===== config.mk =====
export PLATFORM = sky130hd
export DESIGN_NAME = div_issue_ctrl_flat
export DESIGN_NICKNAME = d
export VERILOG_FILES = /design/src/rtl/div_issue_ctrl_pkg.sv /design/src/rtl/div_issue_ctrl_if.sv /design/src/rtl/div_issue_ctrl.sv /design/src/flat_wrapper.sv
export SDC_FILE = /design/constraint.sdc
export NUM_CORES = 1
export LEC_CHECK = 0
export CORE_MARGIN = 5
export CORE_UTILIZATION = 46
export DETAILED_ROUTE_END_ITERATION = 16
export GPL_ROUTABILITY_DRIVEN = 0
export MAX_ROUTING_LAYER = met4
export PLACE_DENSITY = 0.85
export RECOVER_POWER = 50
export SYNTH_ARGS = -nofsm -noshare
export SYNTH_HDL_FRONTEND = slang
export SYNTH_SLANG_ARGS = --single-unit

===== constraint.sdc =====
create_clock -name cpu_clk_75M -period 4.1 [get_ports cpu_clk_75M]
set_clock_uncertainty 0.1 [all_clocks]
set_input_delay 0.82 -clock cpu_clk_75M [delete_from_list [all_inputs] [get_ports cpu_clk_75M]]
set_output_delay 0.82 -clock cpu_clk_75M [all_outputs]
set_load 0.005 [all_outputs]

===== src/rtl/div_issue_ctrl_pkg.sv =====
// div_issue_ctrl_pkg: shared types for the DIV issue path.
// State encoding, divider handshake levels, bus widths.
package div_issue_ctrl_pkg;

  localparam int RegBusW       = 32;
  localparam int DoubleRegBusW = 64;

  typedef logic [RegBusW-1:0]       reg_bus_t;
  typedef logic [DoubleRegBusW-1:0] dreg_bus_t;

  localparam logic DivStart          = 1'b1;
  localparam logic DivStop           = 1'b0;
  localparam logic DivResultReady    = 1'b1;
  localparam logic DivResultNotReady = 1'b0;

  localparam reg_bus_t ZeroWord = '0;

  typedef enum logic [2:0] {
    DIVC_IDLE,
    DIVC_BUSY,
    DIVC_DONE,
    DIVC_DRAIN,
    DIVC_DROP
  } divc_state_e;

  function automatic logic wdog_active(
    input divc_state_e s
  );
    return (s == DIVC_BUSY) || (s == DIVC_DRAIN);
  endfunction

endpackage


===== src/rtl/div_issue_ctrl_if.sv =====
// div_issue_ctrl_if: controller <-> radix-4 divider bundle.
// The divider has no abort; div_start doubles as DivStop.
interface div_issue_ctrl_if;
  import div_issue_ctrl_pkg::*;

  logic      div_start;
  logic      signed_div_o;
  reg_bus_t  div_opdata1;
  reg_bus_t  div_opdata2;
  dreg_bus_t div_result;
  logic      div_ready;

  modport master (
    output div_start,
    output signed_div_o,
    output div_opdata1,
    output div_opdata2,
    input  div_result,
    input  div_ready
  );

  modport slave (
    input  div_start,
    input  signed_div_o,
    input  div_opdata1,
    input  div_opdata2,
    output div_result,
    output div_ready
  );

endinterface


===== src/rtl/div_issue_ctrl.sv =====
// div_issue_ctrl: EX-stage sequencer for DIV/DIVU.
// Holds div_start across a divide; drains on flush.
module div_issue_ctrl
  import div_issue_ctrl_pkg::*;
#(
  parameter int WDOG_MAX = 63,
  parameter int WDOG_W   = 6
) (
  input  logic             cpu_clk_75M,
  input  logic             cpu_rst,
  input  logic             ex_div_req,
  input  logic             ex_div_signed,
  input  reg_bus_t         ex_opdata1,
  input  reg_bus_t         ex_opdata2,
  input  logic             flush,
  div_issue_ctrl_if.master div_bus,
  output logic             stallreq_div,
  output logic             hilo_we,
  output reg_bus_t         hi_o,
  output reg_bus_t         lo_o,
  output logic             div_timeout
);

  localparam logic [WDOG_W-1:0] WDOG_LIM =
    WDOG_W'(WDOG_MAX);

  divc_state_e       state;
  logic [WDOG_W-1:0] wdog;
  logic              wdog_on;
  logic              rdy;

  assign wdog_on = wdog_active(state);
  assign rdy     = (div_bus.div_ready == DivResultReady);

  // Sequence one divide: start, wait, write or discard.
  always_ff @(posedge cpu_clk_75M) begin
    if (cpu_rst) begin
      state                <= DIVC_IDLE;
      div_bus.div_start    <= DivStop;
      div_bus.signed_div_o <= 1'b0;
      div_bus.div_opdata1  <= ZeroWord;
      div_bus.div_opdata2  <= ZeroWord;
      hi_o                 <= ZeroWord;
      lo_o                 <= ZeroWord;
    end else begin
      unique case (state)
        DIVC_IDLE: begin
          if (ex_div_req && !flush) begin
            div_bus.div_opdata1  <= ex_opdata1;
            div_bus.div_opdata2  <= ex_opdata2;
            div_bus.signed_div_o <= ex_div_signed;
            div_bus.div_start    <= DivStart;
            state                <= DIVC_BUSY;
          end
        end
        DIVC_BUSY: begin
          if (rdy) begin
            div_bus.div_start <= DivStop;
            if (flush) begin
              state <= DIVC_DROP;
            end else begin
              hi_o  <= div_bus.div_result[63:32];
              lo_o  <= div_bus.div_result[31:0];
              state <= DIVC_DONE;
            end
          end else if (flush) begin
            state <= DIVC_DRAIN;
          end
        end
        DIVC_DRAIN: begin
          if (rdy) begin
            div_bus.div_start <= DivStop;
            state             <= DIVC_DROP;
          end
        end
        DIVC_DONE: state <= DIVC_IDLE;
        DIVC_DROP: state <= DIVC_IDLE;
        default:   state <= DIVC_IDLE;
      endcase
    end
  end

  // Stall and HI/LO strobe depend on live request/flush.
  always_comb begin
    stallreq_div = 1'b0;
    hilo_we      = 1'b0;
    unique case (state)
      DIVC_IDLE: stallreq_div = ex_div_req & ~flush;
      DIVC_BUSY: stallreq_div = 1'b1;
      DIVC_DONE: hilo_we      = ~flush;
      DIVC_DROP: stallreq_div = ex_div_req;
      default:   stallreq_div = 1'b0;
    endcase
  end

  // Count busy/drain cycles; sticky timeout at the limit.
  always_ff @(posedge cpu_clk_75M) begin
    if (cpu_rst) begin
      wdog        <= '0;
      div_timeout <= 1'b0;
    end else if (wdog_on) begin
      if (wdog != WDOG_LIM)
        wdog <= wdog + WDOG_W'(1);
      if (wdog >= WDOG_LIM - WDOG_W'(1))
        div_timeout <= 1'b1;
    end else begin
      wdog <= '0;
    end
  end

endmodule


===== src/flat_wrapper.sv =====
// flat-port wrapper written by rule: the top's interface ports become plain ports
module div_issue_ctrl_flat import div_issue_ctrl_pkg::*;
#(
  parameter int WDOG_MAX = 63,
  parameter int WDOG_W   = 6
)
  (cpu_clk_75M, cpu_rst, ex_div_req, ex_div_signed, ex_opdata1, ex_opdata2, flush, stallreq_div, hilo_we, hi_o, lo_o, div_timeout, div_bus_div_start, div_bus_signed_div_o, div_bus_div_opdata1, div_bus_div_opdata2, div_bus_div_result, div_bus_div_ready);
  div_issue_ctrl_if div_bus_i ();
  input  logic cpu_clk_75M;
  input  logic cpu_rst;
  input  logic ex_div_req;
  input  logic ex_div_signed;
  input  reg_bus_t ex_opdata1;
  input  reg_bus_t ex_opdata2;
  input  logic flush;
  output logic stallreq_div;
  output logic hilo_we;
  output reg_bus_t hi_o;
  output reg_bus_t lo_o;
  output logic div_timeout;
  output wire logic [$bits(div_bus_i.div_start)-1:0] div_bus_div_start;
  output wire logic [$bits(div_bus_i.signed_div_o)-1:0] div_bus_signed_div_o;
  output wire logic [$bits(div_bus_i.div_opdata1)-1:0] div_bus_div_opdata1;
  output wire logic [$bits(div_bus_i.div_opdata2)-1:0] div_bus_div_opdata2;
  input wire logic [$bits(div_bus_i.div_result)-1:0] div_bus_div_result;
  input wire logic [$bits(div_bus_i.div_ready)-1:0] div_bus_div_ready;
  assign div_bus_div_start = div_bus_i.div_start;
  assign div_bus_signed_div_o = div_bus_i.signed_div_o;
  assign div_bus_div_opdata1 = div_bus_i.div_opdata1;
  assign div_bus_div_opdata2 = div_bus_i.div_opdata2;
  assign div_bus_i.div_result = div_bus_div_result;
  assign div_bus_i.div_ready = div_bus_div_ready;
  div_issue_ctrl #(.WDOG_MAX(WDOG_MAX), .WDOG_W(WDOG_W)) u_core (.cpu_clk_75M(cpu_clk_75M), .cpu_rst(cpu_rst), .ex_div_req(ex_div_req), .ex_div_signed(ex_div_signed), .ex_opdata1(ex_opdata1), .ex_opdata2(ex_opdata2), .flush(flush), .div_bus(div_bus_i), .stallreq_div(stallreq_div), .hilo_we(hilo_we), .hi_o(hi_o), .lo_o(lo_o), .div_timeout(div_timeout));
endmodule

# Yosys cells after proc, flatten, opt, wreduce, memory -nomap -nowiden
# Cells that the tools add are included.
# word_totals
register_bits,140
latchBits,0
ramBits,0
mem_bits_ro,0
input_bits,134
output_inout_bits,133
wordCells,46
mem_count,0
# op_classes
n_addsub,1
mul,0
div_mod_pow,0
order_cmp,1
n_eq_ne,9
shift,0
muxes,11
bitwise,3
reduce_logical,12
# ops
cell,n
3-bit 2-to-1 mux,5
3-bit case mux with 3 select lines,1
3-bit AND reduction,3
"6-bit by 1-bit adder with 6-bit output, second input constant",1
"3-bit by 2-bit == test with 1-bit output, second input constant",2
"6-bit greater-or-equal comparator, second input constant",1
"6-bit inequality test, second input constant",1
"2-bit by 1-bit inequality test with 1-bit output, second input constant",2
2-bit AND reduction,2
2-bit OR reduction,2
"3-bit by 1-bit == test with 1-bit output, second input constant",1
"3-bit == test, second input constant",1
3-bit logical NOT,1
1-bit 2-to-1 mux,3
"3-bit inequality test, second input constant",1
1-bit case mux with 3 select lines,1
"2-bit inequality test, second input constant",1
1-bit NOT,2
1-bit case mux with 2 select lines,1
2-bit nonzero test,1
1-bit AND,1
1-bit logical AND,1
1-bit logical NOT,1
1-bit logical OR,1

# Depth between registers and ports, before layout
# Gate-level depths: netlist (run 1).
# depth
depth_word,4
ltp_mapped,6
ltp_nobuf,4

# Least setup slack after synthesis (run 1)
# No wires, ideal clock.
# synth_timing
kind,input to output
from,input port flush
to,output port hilo_we
t_arrival_ps,1109
required_ps,3180
slack_ps,2071
cell_stages,1
n_path_buf,0
path_cell_list,nor4b_1
# synth_between
elab_chain_len,2
# synth_lines
element,line,rtl
"start, declared",flat_wrapper.sv:15,input logic flush;
1-bit NOT (no source line),--,
1-bit 2-to-1 mux,div_issue_ctrl.sv:87,unique case (state)
"end, declared",flat_wrapper.sv:17,output logic hilo_we;
# Every way passes these cells.

==> summary.md, run 1 <==
| Metric | Value |
|---|---|
| Crit Path Max Fanout | `138` |
| Final Hold Fails | `0` |
| Detailed Route WL | `18,100 um` |
| Gr ovfl total | `0` |
| Clk_lat worst skew | `410 ps` |
| Wire length on met1 | `7450 um` |
| Top routing layer used | `met4` |
| Seq/Total Area, Yosys | `45.0%` |
| Max-Cap Viols | `1` |
| I/O pin count | `267` |
| Min Tclk post-route | `3240 ps` |
| Initial Util | `47.0%` |
| Yosys warning count | `0` |
| Syn avg cell area | `9.76 um^2` |
| Post-Synthesis Cells | `638` |
| # setup viols final | `0` |
| Peak VDD IR | `0.000245 V` |
| Leading cell type in the layout, fill and taps excluded | `nand2b_1` |
| Fraction of layout cells with a size suffix above 1 | `4.63%` |
| Critical Path Sink Type | `flip-flop` |
| Antenna violations before repair | `0` |
| P&R area growth vs syn | `50.9%` |
| Post-CTS Setup Inserts | `0` |
| R2R Setup Slk | `1880 ps` |
| Diodes inserted | `0` |
| Initial DRC count | `300` |
| Hold Worst Slack | `359 ps` |
| Via density | `5.13` |
| PortBufs | `266` |
| Die area | `16,000 um^2` |
| CTS HTree Levels | `4` |
| Fin cells | `1,061` |
| WS Path Type | `input pin to flip-flop` |
| Height of the chip | `126 um` |
| RSZ-0062 raised after global routing | `no` |
| WL/cell | `17.1 um` |
| #FFs+latches synth | `140` |
| Gr usage total | `22.8%` |
| Cts hold-fix bufs | `0` |
| Core ar. | `13,200 um^2` |
| Via count | `5,444` |
| Rel. slew slack | `-8.57%` |
| Arrival time at the worst endpoint | `3420 ps` |
| Cell area after layout | `9400 um^2` |
| Fmax | `0.308 GHz` |
| Clk slew on worst S/H paths | `60 ps` |
| DRC viols | `0` |
| Mapped Area | `6230 um^2` |
| Worst path required time | `4280 ps` |
| Clock buffer count from CTS | `17` |
| Clock sink count | `140` |
| DRT Pass-1 Iters | `5` |
| Fin crit share | `79.1%` |
| Met2 WL | `8620 um` |
| Most frequent cells in the layout | `195 x nand2b_1, 150 x clkdlybuf4s50_1, 140 x dfxtp_1` |
| Cell Pwr Density | `354 nW/um^2` |
| Fin Setup TNS | `0 ps` |
| Count of cell types in the netlist | `32` |
| Cells after DPL | `1,029` |
| Setup WS post-layout | `858 ps` |
| Final Core Density | `71.0%` |
| Antenna-violating nets left | `0` |
| Crit path from | `cpu_rst` |
| Worst r2r src | `u_core.state[2]` |
| Critical Path Start Type | `input pin` |
| CTS max path bufs | `2` |
| WL met3 | `1680 um` |
| Row count | `42` |
| Vias in the first global route | `5,483` |
| Setup Slack @ Placement | `944 ps` |
| Post-DP Area | `8840 um^2` |
| Status | `finished, violations left` |
| Largest net degree at the start of global routing | `139` |
| Post-CTS sizing | `0` |
| First-pass GRT wire length | `28,300 um` |
| Nets | `1,008` |
| Lkg Pwr | `3.56 nW` |
| Net Count, Synth | `774` |
| Die width | `126 um` |
| TritonCTS clock tree | `built` |
| Slew Viols, Final | `127` |
| Post-DP HPWL | `12,900 um` |
| Failing checks | `capacitance limit, slew limit` |
| Tightest Pin Transition | `1630 ps` |
| Post-route total power | `3.33 mW` |
| Type of the worst min-delay path | `flip-flop to flip-flop` |
| CTS root buf | `clkbuf_16` |
| Hold Path Origin | `u_core.div_bus.div_opdata1[11]` |
## layout make-up
| cell class | instances | area, um^2 |
|---|---|---|
| multi-input cells | 435 | 3060 |
| flip-flops and latches | 140 | 2800 |
| inverters | 3 | 11.3 |
| clock inverters | 7 | 87.6 |
| repair buffers | 275 | 2740 |
| clock buffers | 25 | 485 |
| fillers | 991 | 3840 |
| well taps | 176 | 220 |
## layer usage
| metal | global-route usage (%) | up-vias |
|---|---|---|
| met4 | 8.52 | 0 |
| met3 | 9.46 | 26 |
| met5 | - | - |
| met2 | 36.0 | 225 |
| li1 | - | 2638 |
| met1 | 26.1 | 2555 |
## Yosys cell counts
cell,count,area [um^2]
a211oi_1,1,7.51
a21o_1,1,7.51
a21oi_1,6,30.0
a31oi_1,2,12.5
and2_1,1,6.26
and4_1,1,8.76
buf_12,7,140
buf_2,17,85.1
buf_4,2,15.0
clkbuf_1,34,128
dfxtp_1,140,2800
ha_1,2,25.0
inv_1,3,11.3
mux2i_1,64,641
nand2_1,6,22.5
nand2b_1,195,1220
nand3_1,3,15.0
nand3b_1,1,7.51
nand4b_1,65,569
nor2_1,4,15.0
nor2b_1,2,12.5
nor2b_4,1,13.8
nor3_1,4,20.0
nor3_4,1,16.3
nor3b_1,1,7.51
nor4_1,1,6.26
nor4b_1,2,17.5
o21ai_0,2,10.0
o21ai_1,65,325
o22ai_1,1,6.26
or2_0,1,6.26
xor2_1,2,17.5
## worst max-delay path: stages
cell	delay (ps)
clkbuf_2	1140
clkbuf_4	1030
nand4b_1	210
o21ai_0	120
## flip-flops by register name, indices dropped and copies added, names as in the netlist
signal                       count
u_core.state                     3
u_core.lo_o                     32
u_core.div_bus.div_start         1
u_core.div_bus.div_opdata1      32
u_core.div_timeout               1
u_core.wdog                      6
u_core.div_bus.div_opdata2      32
u_core.div_bus.signed_div_o      1
u_core.hi_o                     32
## cell families after synthesis
family          Yosys count  share of synthesized area, %
mux                      64                          10.3
compound gates           78                          6.41
fa+ha+maj                 2                         0.402
buf+inv                  63                          6.09
flops                   140                          45.0
xor+xnor                  2                         0.281
simple gates            289                          31.5
## worst paths after layout
path | cells after the start | endpoint
min | 2 | u_core.div_bus.div_opdata1[11]
min reg2reg | 2 | u_core.div_bus.div_opdata1[11]
max | 4 | u_core.div_bus.div_opdata2[0]
max reg2reg | 4 | u_core.div_bus.div_opdata1[26]
## report_power, final
group	internal, mW	switching, mW
Sequential	1.41	0.0252
Combinational	0.251	0.158
Clock	0.940	0.551
Total	2.60	0.734
Note: power is estimated with default switching activity, not from simulation.
==> run 2: changes to the inputs <==
--- a/config.mk
+++ b/config.mk
@@ -6,11 +6,11 @@
 export NUM_CORES = 1
 export LEC_CHECK = 0
 export CORE_MARGIN = 5
-export CORE_UTILIZATION = 46
+export CORE_UTILIZATION = 43
 export DETAILED_ROUTE_END_ITERATION = 16
 export GPL_ROUTABILITY_DRIVEN = 0
 export MAX_ROUTING_LAYER = met4
-export PLACE_DENSITY = 0.85
+export PLACE_DENSITY = 0.8
 export RECOVER_POWER = 50
 export SYNTH_ARGS = -nofsm -noshare
 export SYNTH_HDL_FRONTEND = slang
==> constraint.sdc (replaced) <==
create_clock -name cpu_clk_75M -period 3.14 [get_ports cpu_clk_75M]
set_clock_uncertainty 0.1 [all_clocks]
set_input_delay 0.628 -clock cpu_clk_75M [delete_from_list [all_inputs] [get_ports cpu_clk_75M]]
set_output_delay 0.628 -clock cpu_clk_75M [all_outputs]
set_load 0.005 [all_outputs]
==> run 2 against run 1 <==
Effect of this change:
- the run now ends clean
- design area is 1.8% higher
- via count is 0.70% lower
- cell count is 1.4% higher
- die area is 6.4% higher
- first-iteration DRC count is 17% lower
- count of clock-buffer cells in the layout is 1 higher
- sequential cell count stayed put
- non-clock buffer count is 7 higher
- core utilization is 4.4 points lower
- largest power group unchanged
==> summary.md, run 2 (synthesized netlist as in run 1, its figures left out) <==
| Metric | Value |
|---|---|
| Status | `completed` |
| Critical Path Start Type | `input pin` |
| Nets | `1,015 (+0.69%)` |
| Initial Util | `43.3% (-3.7 points)` |
| TritonCTS clock tree | `built` |
| Post-CTS sizing | `0 (unchanged)` |
| Largest net degree at the start of global routing | `116 (-17%)` |
| Fin crit share | `89.5%` |
| Tightest Pin Transition | `1340 ps (-292 ps)` |
| Gr usage total | `20.6% (-2.2 points)` |
| Fin cells | `1,076 (+1.4%)` |
| Peak VDD IR | `0.000316 V (+29%)` |
| WS Path Type | `input pin to output port` |
| DRC viols | `0 (unchanged)` |
| Slew Viols, Final | `0 (-100%)` |
| Gr ovfl total | `0 (unchanged)` |
| First-pass GRT wire length | `26,700 um (-5.6%)` |
| Clk_lat worst skew | `410 ps (about the same)` |
| Clk slew on worst S/H paths | `50 ps (about the same)` |
| Top routing layer used | `met4` |
| Core ar. | `14,400 um^2 (+8.5%)` |
| Hold Worst Slack | `365 ps (+5.96 ps)` |
| Fin Setup TNS | `0 ps (unchanged)` |
| Antenna violations before repair | `0 (unchanged)` |
| Area of the multi-input gates | `3040 um^2 (-0.37%)` |
| Clock buffer count from CTS | `17 (unchanged)` |
| Vias in the first global route | `5,281 (-3.7%)` |
| P&R area growth vs syn | `53.5%` |
| Rel. slew slack | `10.9% (+19 points)` |
| Register area | `2800 um^2 (unchanged)` |
| # setup viols final | `0 (unchanged)` |
| Final Hold Fails | `0 (unchanged)` |
| Antenna-violating nets left | `0 (unchanged)` |
| Worst path required time | `2410 ps (-1870 ps)` |
| Die width | `130 um (+3.2%)` |
| Wire length on met1 | `7500 um (+0.60%)` |
| I/O pin count | `267 (unchanged)` |
| CTS root buf | `clkbuf_16` |
| Die area | `17,000 um^2 (+6.4%)` |
| Most frequent cells in the layout | `197 x clkdlybuf4s50_1, 195 x nand2b_1, 140 x dfxtp_1` |
| Leading cell type in the layout, fill and taps excluded | `clkdlybuf4s50_1` |
| CTS max path bufs | `2 (unchanged)` |
| Fraction of layout cells with a size suffix above 1 | `5.38% (+0.75 points)` |
| Cts hold-fix bufs | `0 (unchanged)` |
| WL met3 | `1970 um (+17%)` |
| Min Tclk post-route | `2810 ps` |
| Post-CTS Setup Inserts | `0 (unchanged)` |
| Crit Path Max Fanout | `4 (-97%)` |
| Critical Path Sink Type | `output port` |
| Detailed Route WL | `17,800 um (-1.5%)` |
| Row count | `44 (+4.8%)` |
| Via density | `5.02 (-2.1%)` |
| Cells after DPL | `1,044 (+1.5%)` |
| Fmax | `0.356 GHz` |
| Via count | `5,406 (-0.70%)` |
| Type of the worst min-delay path | `flip-flop to flip-flop` |
| DRT Pass-1 Iters | `4 (-1)` |
| Max-Cap Viols | `0 (-1)` |
| Height of the chip | `130 um (+3.2%)` |
| Lkg Pwr | `3.48 nW (-2.4%)` |
| Arrival time at the worst endpoint | `2080 ps (-1340 ps)` |
| RSZ-0062 raised after global routing | `no` |
| Clock sink count | `140 (unchanged)` |
| PortBufs | `266 (unchanged)` |
| CTS HTree Levels | `4 (unchanged)` |
| Post-DP HPWL | `12,700 um (-1.1%)` |
| Met2 WL | `8000 um (-7.2%)` |
| Number of fillers in the final layout | `1,080 (+9.0%)` |
| Cell Pwr Density | `477 nW/um^2 (+35%)` |
| Diodes inserted | `0 (unchanged)` |
| Initial DRC count | `250 (-17%)` |
| WL/cell | `16.6 um (-2.8%)` |
run 2: stage by stage:
step	cell area (um^2)	utilization, %	power (mW)	setup slack [ps]
finish	9560	66.6	4.56	329
global route	9560	66.6	4.73	250
CTS	9590	66.8	4.64	380
detailed placement	8950	62.3	2.47	388
global placement	8950	62.3	2.45	331
floorplan	6230	-	2.13	1500
run 2: metal layers:
layer	GRT usage, %	vias up
li1	-	2665
met3	8.31	28
met5	-	-
met2	31.7	224
met1	24.1	2489
met4	8.23	0
run 2: final cells by class:
| type | instances | share of cell area (%) |
|---|---|---|
| repair buffers | 282 | 29.6 |
| inverters | 3 | 0.118 |
| multi-input cells | 435 | 31.8 |
| well taps | 184 | 2.41 |
| flip-flops and latches | 140 | 29.3 |
| clock inverters | 6 | 1.36 |
| clock buffers | 26 | 5.33 |
run 2: worst max-delay path, stage by stage:
cell             delay [ps]
dlygate4sd3_1           600
nand2b_1                 90
nand3b_1                 80
a21oi_1                 140
clkdlybuf4s50_1         550
run 2: final timing paths:
path	start	to	slack, ps	depth (start not counted)
min reg2reg	u_core.div_bus.div_opdata2[13]	u_core.div_bus.div_opdata2[13]	370	2
max	flush	stallreq_div	330	5
min	u_core.div_bus.div_opdata2[13]	u_core.div_bus.div_opdata2[13]	370	2
max reg2reg	u_core.state[2]	u_core.div_bus.div_opdata2[9]	830	4
run 2: where the power goes:
part | switching, mW | total [mW] | internal, mW
logic | 0.206 | 0.543 | 0.337
registers | 0.0329 | 1.87 | 1.84
clock network | 0.718 | 2.15 | 1.43
total | 0.957 | 4.56 | 3.61
==> run 3: changes to the inputs <==
==> constraint.sdc (replaced) <==
create_clock -name cpu_clk_75M -period 3.1 [get_ports cpu_clk_75M]
set_clock_uncertainty 0.1 [all_clocks]
set_input_delay 0.62 -clock cpu_clk_75M [delete_from_list [all_inputs] [get_ports cpu_clk_75M]]
set_output_delay 0.62 -clock cpu_clk_75M [all_outputs]
set_load 0.005 [all_outputs]
==> run 3 against run 2 <==
Effect of this change:
- sequential power hardly changed
- cell count hardly changed
- register-to-register slack better by 200 ps
- design area is 0.17% higher
- worst setup slack worse by 33 ps
- non-clock buffer count is 1 higher
- first-iteration DRC count is 9.2% lower
- die area stayed put
- combinational power is 0.9% higher
- largest cell class unchanged
==> summary.md, run 3 (synthesized netlist as in run 1, its figures left out) <==
| Metric | Value |
|---|---|
| Slew Viols, Final | `0 (unchanged)` |
| I/O pin count | `267 (unchanged)` |
| Comb power frac | `11.9% (about the same)` |
| Reg power frac | `41.2% (+0.2 points)` |
| Nets | `1,016 (+0.099%)` |
| Min Tclk post-route | `2800 ps` |
| Clk slew on worst S/H paths | `60 ps (about the same)` |
| CTS root buf | `clkbuf_16` |
| Via density | `5.09 (+1.4%)` |
| NetSw | `0.983 mW (+2.8%)` |
| Diodes inserted | `0 (unchanged)` |
| Leading cell type in the layout, fill and taps excluded | `nand2b_1` |
| Post-DP HPWL | `12,900 um (+1.5%)` |
| Vias in the first global route | `5,368 (+1.6%)` |
| Row count | `44 (unchanged)` |
| Via count | `5,487 (+1.5%)` |
| Worst path required time | `2380 ps (-30 ps)` |
| P&R area growth vs syn | `53.8%` |
| Core ar. | `14,400 um^2 (unchanged)` |
| Arrival time at the worst endpoint | `2080 ps (about the same)` |
| Final Hold Fails | `0 (unchanged)` |
| WS Path Type | `input pin to output port` |
| Clock sink count | `140 (unchanged)` |
| RSZ-0062 raised after global routing | `no` |
| Antenna violations before repair | `0 (unchanged)` |
| Type of the worst min-delay path | `flip-flop to flip-flop` |
| Gr usage total | `21.0% (+0.41 points)` |
| Fin Setup TNS | `0 ps (unchanged)` |
| Post-CTS Setup Inserts | `0 (unchanged)` |
| Die area | `17,000 um^2 (unchanged)` |
| Status | `completed` |
| Critical Path Start Type | `input pin` |
| Rel. slew slack | `12.2% (+1.3 points)` |
| PortBufs | `266 (unchanged)` |
| Cell Pwr Density | `479 nW/um^2 (+0.36%)` |
| Switching share of total power | `21.4% (+0.47 points)` |
| Internal Power | `3.60 mW (about the same)` |
| CTS HTree Levels | `4 (unchanged)` |
| Peak VDD IR | `0.000403 V (+28%)` |
| Initial Util | `43.3% (unchanged)` |
| Antenna-violating nets left | `0 (unchanged)` |
| Largest net degree at the start of global routing | `116 (unchanged)` |
| Clk_lat worst skew | `410 ps (about the same)` |
| CTS max path bufs | `2 (unchanged)` |
| DRT Pass-1 Iters | `4 (unchanged)` |
| # setup viols final | `0 (unchanged)` |
| Fmax | `0.357 GHz` |
| Hold Worst Slack | `361 ps (-4.03 ps)` |
| Initial DRC count | `227 (-9.2%)` |
| Post-CTS sizing | `0 (unchanged)` |
| Critical Path Sink Type | `output port` |
| Die width | `130 um (unchanged)` |
| First-pass GRT wire length | `27,300 um (+2.4%)` |
| TritonCTS clock tree | `built` |
| Tightest Pin Transition | `1320 ps (-19.1 ps)` |
| Crit Path Max Fanout | `4 (unchanged)` |
| Fraction of layout cells with a size suffix above 1 | `5.94% (+0.55 points)` |
| Gr ovfl total | `0 (unchanged)` |
| DRC viols | `0 (unchanged)` |
| Clock buffer count from CTS | `17 (unchanged)` |
| Fin crit share | `90.5%` |
| Max-Cap Viols | `0 (unchanged)` |
| Detailed Route WL | `17,900 um (+0.20%)` |
| Clk network pwr share | `46.8% (-0.3 points)` |
| Most frequent cells in the layout | `195 x nand2b_1, 165 x clkdlybuf4s50_1, 140 x dfxtp_1` |
| Cts hold-fix bufs | `0 (unchanged)` |
| Height of the chip | `130 um (unchanged)` |
| Lkg Pwr | `3.59 nW (+3.3%)` |
| WL/cell | `16.6 um (+0.10%)` |
==> run 3: changes by cell type in the layout (fill, tap and decap cells not counted), sizes merged <==
cell and change:
clkdlybuf4s50 -32, clkinv +2, dlygate4sd3 +32, inv +1, clkbuf -6, buf +2
clkinvlp +2
==> run 3: power groups by stage <==
| stage | combinational [mW] | clock, mW | sequential, mW |
|---|---|---|---|
| final | 0.548 | 2.15 | 1.89 |
| after global routing | 0.591 | 2.29 | 1.90 |
| after CTS | 0.571 | 2.20 | 1.89 |
| after detailed placement | 0.568 | 0 | 1.93 |
| after global placement | 0.557 | 0 | 1.93 |
| after floorplan | 0.226 | 0 | 1.93 |
==> run 3: critical path: stages <==
cell             delay, ps
clkdlybuf4s50_1        520
nor4b_1                360
clkdlybuf4s50_1        580
==> run 3: layout make-up <==
type / instances / area (um^2)
clock buffer: 21 / 470
clock inverter: 11 / 164
fill: 1113 / 4790
inverter: 3 / 11.3
multi-input combinational: 435 / 3060
sequential: 140 / 2800
tap: 184 / 230
timing repair buffer: 283 / 2850
==> run 3: worst paths after layout <==
check / from / end / slack (ps) / cells after the start
setup / recovery: flush / hilo_we / 300 / 3
hold / removal: u_core.div_bus.div_opdata2[10] / u_core.div_bus.div_opdata2[10] / 360 / 2
setup reg to reg: u_core.state[0] / u_core.div_bus.div_opdata2[14] / 1030 / 4
hold reg to reg: u_core.div_bus.div_opdata2[10] / u_core.div_bus.div_opdata2[10] / 360 / 2
==> run 3: layer usage <==
layer	up-vias	wire (um)	global-route usage, %
met5	-	0	-
li1	2667	-	-
met1	2550	7160	24.6
met3	30	2040	8.84
met4	0	378	8.47
met2	240	8290	31.9
==> run 3: through the flow <==
step / cell area [um^2] / cells / setup slack, ps / total power, mW / util, %
after CTS: 9600 / 1077 / 299 / 4.66 / 66.8
final: 9580 / 1077 / 296 / 4.59 / 66.7
after global placement: 8960 / 1045 / 313 / 2.49 / 62.4
after floorplan: 6230 / 638 / 1470 / 2.16 / -
after global routing: 9580 / 1077 / 180 / 4.78 / 66.7
after detailed placement: 8960 / 1045 / 319 / 2.50 / 62.4
